==> config.mk <==
export PLATFORM = sky130hd
export DESIGN_NAME = axi_dma_burst_scheduler
export DESIGN_NICKNAME = d
export VERILOG_FILES = /design/src/rtl/axi_dma_burst_scheduler.sv
export SDC_FILE = /design/constraint.sdc
export NUM_CORES = 1
export LEC_CHECK = 0
export BUFFER_PORTS_ARGS = -buffer_cell sky130_fd_sc_hd__buf_2
export CORE_MARGIN = 4
export CORE_UTILIZATION = 55
export CTS_CLUSTER_DIAMETER = 80
export DETAILED_ROUTE_END_ITERATION = 7
export PLACE_DENSITY = 0.87
export REMOVE_ABC_BUFFERS = 1
export SYNTH_ARGS = -nofsm -noshare
export SYNTH_HDL_FRONTEND = slang
export SYNTH_SLANG_ARGS = --single-unit
==> constraint.sdc <==
create_clock -name clk -period 6 [get_ports clk]
set_clock_uncertainty 0.15 [all_clocks]
set_input_delay 1.2 -clock clk [delete_from_list [all_inputs] [get_ports clk]]
set_output_delay 1.2 -clock clk [all_outputs]
set_load 0.02 [all_outputs]
==> src/rtl/axi_dma_burst_scheduler.sv <==
// axi_dma_burst_scheduler
// Splits one block-copy command into AXI INCR bursts. Each burst is capped
// at MAX_BURST beats and never crosses a 4 KB page on either the source or
// the destination side. Every burst is read completely before it is written.
//
// Handshakes: the command is taken on any rising edge where cmd_valid and
// cmd_ready are both high, and cmd_ready is high only in IDLE. start_read,
// start_write and xfer_done are single-cycle pulses. done_read is honoured
// only in RD_WAIT and done_write only in WR_WAIT; pulses at any other time
// are dropped.
module axi_dma_burst_scheduler #(
    parameter int ADDR_WIDTH      = 32,
    parameter int BURST_LEN_WIDTH = 8,
    parameter int MAX_BURST       = 16,
    parameter int COUNT_WIDTH     = 16
) (
    input  logic                       clk,
    input  logic                       rst,
    input  logic                       cmd_valid,
    output logic                       cmd_ready,
    input  logic [ADDR_WIDTH-1:0]      cmd_src_addr,
    input  logic [ADDR_WIDTH-1:0]      cmd_dst_addr,
    input  logic [COUNT_WIDTH-1:0]     cmd_words,
    output logic                       busy,
    output logic                       xfer_done,
    output logic                       start_read,
    output logic [ADDR_WIDTH-1:0]      target_read_addr,
    output logic [BURST_LEN_WIDTH-1:0] target_read_burst_len,
    input  logic                       done_read,
    output logic                       start_write,
    output logic [ADDR_WIDTH-1:0]      target_write_addr,
    output logic [BURST_LEN_WIDTH-1:0] target_write_burst_len,
    input  logic                       done_write,
    output logic [2:0]                 dbg_state
);

    localparam logic [2:0] S_IDLE     = 3'd0;
    localparam logic [2:0] S_CALC     = 3'd1;
    localparam logic [2:0] S_RD_START = 3'd2;
    localparam logic [2:0] S_RD_WAIT  = 3'd3;
    localparam logic [2:0] S_WR_START = 3'd4;
    localparam logic [2:0] S_WR_WAIT  = 3'd5;
    localparam logic [2:0] S_DONE     = 3'd6;

    // Wide enough for the word count and for the page room (up to 1024).
    localparam int BW = (COUNT_WIDTH > 11) ? COUNT_WIDTH : 11;

    logic [2:0]                 state_q, state_d;
    logic [ADDR_WIDTH-1:0]      src_q, src_d;
    logic [ADDR_WIDTH-1:0]      dst_q, dst_d;
    logic [COUNT_WIDTH-1:0]     rem_q, rem_d;
    logic [BW-1:0]              beats_q, beats_d;
    logic [ADDR_WIDTH-1:0]      rd_addr_q, rd_addr_d;
    logic [ADDR_WIDTH-1:0]      wr_addr_q, wr_addr_d;
    logic [BURST_LEN_WIDTH-1:0] len_q, len_d;

    logic [BW-1:0]              rem_ext, max_ext, src_room, dst_room, beats_calc;
    logic [COUNT_WIDTH-1:0]     rem_next;
    logic [ADDR_WIDTH-1:0]      byte_step;
    logic                       unused_addr_lsbs;

    // Word addresses only: the byte-lane bits of the command are discarded.
    assign unused_addr_lsbs = ^{cmd_src_addr[1:0], cmd_dst_addr[1:0]};

    // Words left before the next 4 KB page on each side.
    assign rem_ext  = BW'(rem_q);
    assign max_ext  = BW'(MAX_BURST);
    assign src_room = BW'(11'd1024 - {1'b0, src_q[11:2]});
    assign dst_room = BW'(11'd1024 - {1'b0, dst_q[11:2]});

    // Burst size is the smallest of the four limits.
    always_comb begin
        beats_calc = rem_ext;
        if (max_ext < beats_calc)  beats_calc = max_ext;
        if (src_room < beats_calc) beats_calc = src_room;
        if (dst_room < beats_calc) beats_calc = dst_room;
    end

    assign rem_next  = rem_q - COUNT_WIDTH'(beats_q);
    assign byte_step = ADDR_WIDTH'(beats_q) << 2;

    // Next-state and datapath update for the burst sequencer.
    always_comb begin
        state_d   = state_q;
        src_d     = src_q;
        dst_d     = dst_q;
        rem_d     = rem_q;
        beats_d   = beats_q;
        rd_addr_d = rd_addr_q;
        wr_addr_d = wr_addr_q;
        len_d     = len_q;
        case (state_q)
            S_IDLE: begin
                if (cmd_valid) begin
                    src_d   = {cmd_src_addr[ADDR_WIDTH-1:2], 2'b00};
                    dst_d   = {cmd_dst_addr[ADDR_WIDTH-1:2], 2'b00};
                    rem_d   = cmd_words;
                    state_d = (cmd_words == '0) ? S_DONE : S_CALC;
                end
            end
            S_CALC: begin
                beats_d   = beats_calc;
                len_d     = BURST_LEN_WIDTH'(beats_calc - BW'(1));
                rd_addr_d = src_q;
                wr_addr_d = dst_q;
                state_d   = S_RD_START;
            end
            S_RD_START: state_d = S_RD_WAIT;
            S_RD_WAIT: begin
                if (done_read) state_d = S_WR_START;
            end
            S_WR_START: state_d = S_WR_WAIT;
            S_WR_WAIT: begin
                if (done_write) begin
                    src_d   = src_q + byte_step;
                    dst_d   = dst_q + byte_step;
                    rem_d   = rem_next;
                    state_d = (rem_next == '0) ? S_DONE : S_CALC;
                end
            end
            S_DONE:  state_d = S_IDLE;
            default: state_d = S_IDLE;
        endcase
    end

    // State and datapath registers; reset drops any in-flight command.
    always_ff @(posedge clk) begin
        if (rst) begin
            state_q   <= S_IDLE;
            src_q     <= '0;
            dst_q     <= '0;
            rem_q     <= '0;
            beats_q   <= '0;
            rd_addr_q <= '0;
            wr_addr_q <= '0;
            len_q     <= '0;
        end else begin
            state_q   <= state_d;
            src_q     <= src_d;
            dst_q     <= dst_d;
            rem_q     <= rem_d;
            beats_q   <= beats_d;
            rd_addr_q <= rd_addr_d;
            wr_addr_q <= wr_addr_d;
            len_q     <= len_d;
        end
    end

    assign cmd_ready              = (state_q == S_IDLE);
    assign busy                   = (state_q != S_IDLE);
    assign xfer_done              = (state_q == S_DONE);
    assign start_read             = (state_q == S_RD_START);
    assign start_write            = (state_q == S_WR_START);
    assign target_read_addr       = rd_addr_q;
    assign target_write_addr      = wr_addr_q;
    assign target_read_burst_len  = len_q;
    assign target_write_burst_len = len_q;
    assign dbg_state              = state_q;

endmodule

==> results_dict.tcl <==
set metrics [dict create \
    clock_sinks 163 \
    worstSetupStartpoint "src_q[5]" \
    finalSetupTns_ns 0 \
    critPathKind "register to register" \
    finalHoldViolations 0 \
    synth_seq_cells 163 \
    grt_setup_unrepaired "true" \
    grt_pass1_wl_mm 48.9 \
    utilization 0.642 \
    hold_ws_ns 0.301 \
    postRouteWirelength_mm 30.5 \
    synthCells 1399 \
    synth-main-ff-cell "dfxtp_1" \
    status "completed" \
    power_density_mw_per_mm2 354 \
    cts_tree "built" \
    clock_latency_ns 0.43 \
    cp.arrival_ns 5.91 \
    row_count 50 \
    critical_path.endpoint_type "register" \
    cp.required_ns 6.18 \
    drive_above_1_share 0.158 \
    met1_usage 0.345 \
    grt_busiest_layer "met2" \
    portBuffers 164 \
    grtUsageMet2 0.450 \
    viasPerCell 6.15 \
    drv_slew 0 \
    ys_async_sr_fraction 0 \
    grt_usage 0.271 \
    drv_cap 0 \
    synthesis.area_mm2 0.0106 \
    clk_path_buf_depth 2 \
    finalSetupViolations 0 \
    period_share 0.954 \
    hp-start "target_write_addr[14]" \
    yosys_warnings 0 \
    h-tree-depth 4 \
    post_drt_wl_per_cell_um 17.2 \
    synth_edf_count 0 \
    die_area_mm2 0.0215 \
    use_met3 0.0478 \
    drt_pass1_iterations 7 \
    grt_pass1_vias 10300 \
    drt.antenna.violating_nets 0 \
    pre_cts_slack_ns 0.307 \
    root_buffer "clkbuf_16" \
    cts.reportedPaths.clkPinSlew_ns 0.07 \
    die_w_um 147 \
    die_height_um 147 \
    route.vias.total 10900 \
    ys_seq_area_frac 0.309 \
    cp-start-kind "register" \
    critPathMaxFanout 10 \
    grt-ovfl-total 0 \
    drt-initial-drc-count 835 \
    antenna_found_initial 3 \
    fmax_ghz 0.175 \
    peakVddDrop_uv 274 \
    synth.avg_cell_area_um2 7.54 \
    hold_buffers 0 \
    power.total_uw 4270 \
    slew_headroom 0.328 \
    grt_max_degree 73 \
    nNetsFinal 1676 \
    finalCriticalPeriod_ns 5.73 \
    core_mm2 0.0188 \
    rr_startpoint "src_q[5]" \
    drc 0 \
    synth.distinct_cells 74 \
    cts_buffers 17 \
    initial_core_util 0.562 \
    dpl.hpwl_mm 21.5 \
    syn2layout_area_growth_pct 14.2 \
    gp_congestion 0.932 \
    hp-class "register to register" \
    io_pins 173 \
    tightestPinTransition_ns 1.00 \
    setup_ws_ns 0.275 \
    leakage_uw 0.00504 \
]
[per-stage QoR]
stage | instance area, um^2 | instances
6_report | 12100 | 1768
3_3_place_gp | 11500 | 1734
4_1_cts | 12000 | 1765
5_1_grt | 12100 | 1767
3_5_place_dp | 11500 | 1734
2_1_floorplan | 10200 | 1315
[synthesized netlist by cell type, types with 28 or more instances]
library cell / number / share of area
xnor2_1: 30 / 0.025
nor3_1: 56 / 0.027
nand2_1: 231 / 0.082
inv_1: 45 / 0.016
dfxtp_1: 163 / 0.31
clkbuf_1: 74 / 0.026
nand3_1: 28 / 0.013
o21ai_0: 36 / 0.017
a311oi_1: 46 / 0.038
nor2_1: 147 / 0.052
a211oi_1: 41 / 0.029
ha_1: 69 / 0.082
a21oi_1: 124 / 0.059
[final timing paths]
| check | slack (ns) | depth (start not counted) | endpoint |
|---|---|---|---|
| setup reg to reg | 0.27 | 22 | target_read_burst_len[4] |
| hold reg to reg | 0.30 | 2 | target_write_addr[14] |
| hold / removal | 0.30 | 2 | target_write_addr[14] |
| setup / recovery | 0.27 | 22 | target_read_burst_len[4] |
[worst max-delay path, stage by stage (launching register included)]
cell and delay [ns]:
dfxtp_1 0.39, nor3_1 0.30, nand3_1 0.19, nor3_1 0.25
xnor2_1 0.21, ha_1 0.33, a21o_1 0.19, a21oi_1 0.30
nand3_1 0.24, o21ai_4 0.30, buf_4 0.22, nor2_1 0.05
a21oi_1 0.19, ha_1 0.30, a21oi_1 0.27, nand3_1 0.28
o21ai_4 0.32, a21oi_1 0.11, or2_2 0.31, ha_1 0.26
o21ai_0 0.12, xor2_1 0.09, a211oi_1 0.25
[timing repair]
action / 4_1_cts / 5_1_grt
resized for setup: 0 / 3
setup endpoints to repair: 0 / 5
buffers inserted: 0 / 0
[cells in the final DEF (no fill, tap or decap), types with 17 or more instances in the layout]
cell type,count
a21oi_1,124
a21o_1,17
nor2_1,145
nor3_1,55
a311oi_1,46
ha_1,69
nand3_1,28
nand2_1,230
buf_2,163
and3_1,21
buf_4,22
clkbuf_16,17
dfxtp_1,163
xnor2_1,30
inv_1,45
o21ai_0,36
a211oi_1,41
[cells by family after synthesis]
kind of cell / synth area share
and+or+nand+nor: 0.249
AOI/OAI and AO/OA: 0.256
DFF: 0.309
buffers and inverters: 0.0538
adders and majority gates: 0.0875
xor gates and xnor gates: 0.0373
muxes: 0.00676
other: 0.000712
[per-layer routing]
metal  vias up  wire (um)
met5         -         13
met4         2       1150
met3        96       2280
met2       469      14300
met1      5005      12800
li1       5310          -
[state kept, by name (all words and copies together), names as in the netlist]
register	count
dbg_state	3
target_write_addr	30
beats_q	16
src_q	30
target_read_addr	30
rem_ext	16
target_read_burst_len	8
dst_q	30
[power by group]
group	switching [uW]	total, uW	internal, uW	leakage (uW)
sequential	127	1320	1190	0.00134
clock	479	1040	559	0.000274
combinational	1160	1910	748	0.00343
total	1770	4270	2500	0.00504
[final cells by class]
type / count / area [um^2]
sequential: 163 / 3260
tap: 234 / 293
antenna: 3 / 7.51
multi-input combinational: 1106 / 6790
timing repair buffer: 185 / 981
clock inverter: 12 / 97.6
clock buffer: 19 / 453
inverter: 46 / 173
fill: 1623 / 6710
No activity file was read; power rests on OpenSTA's default activity.
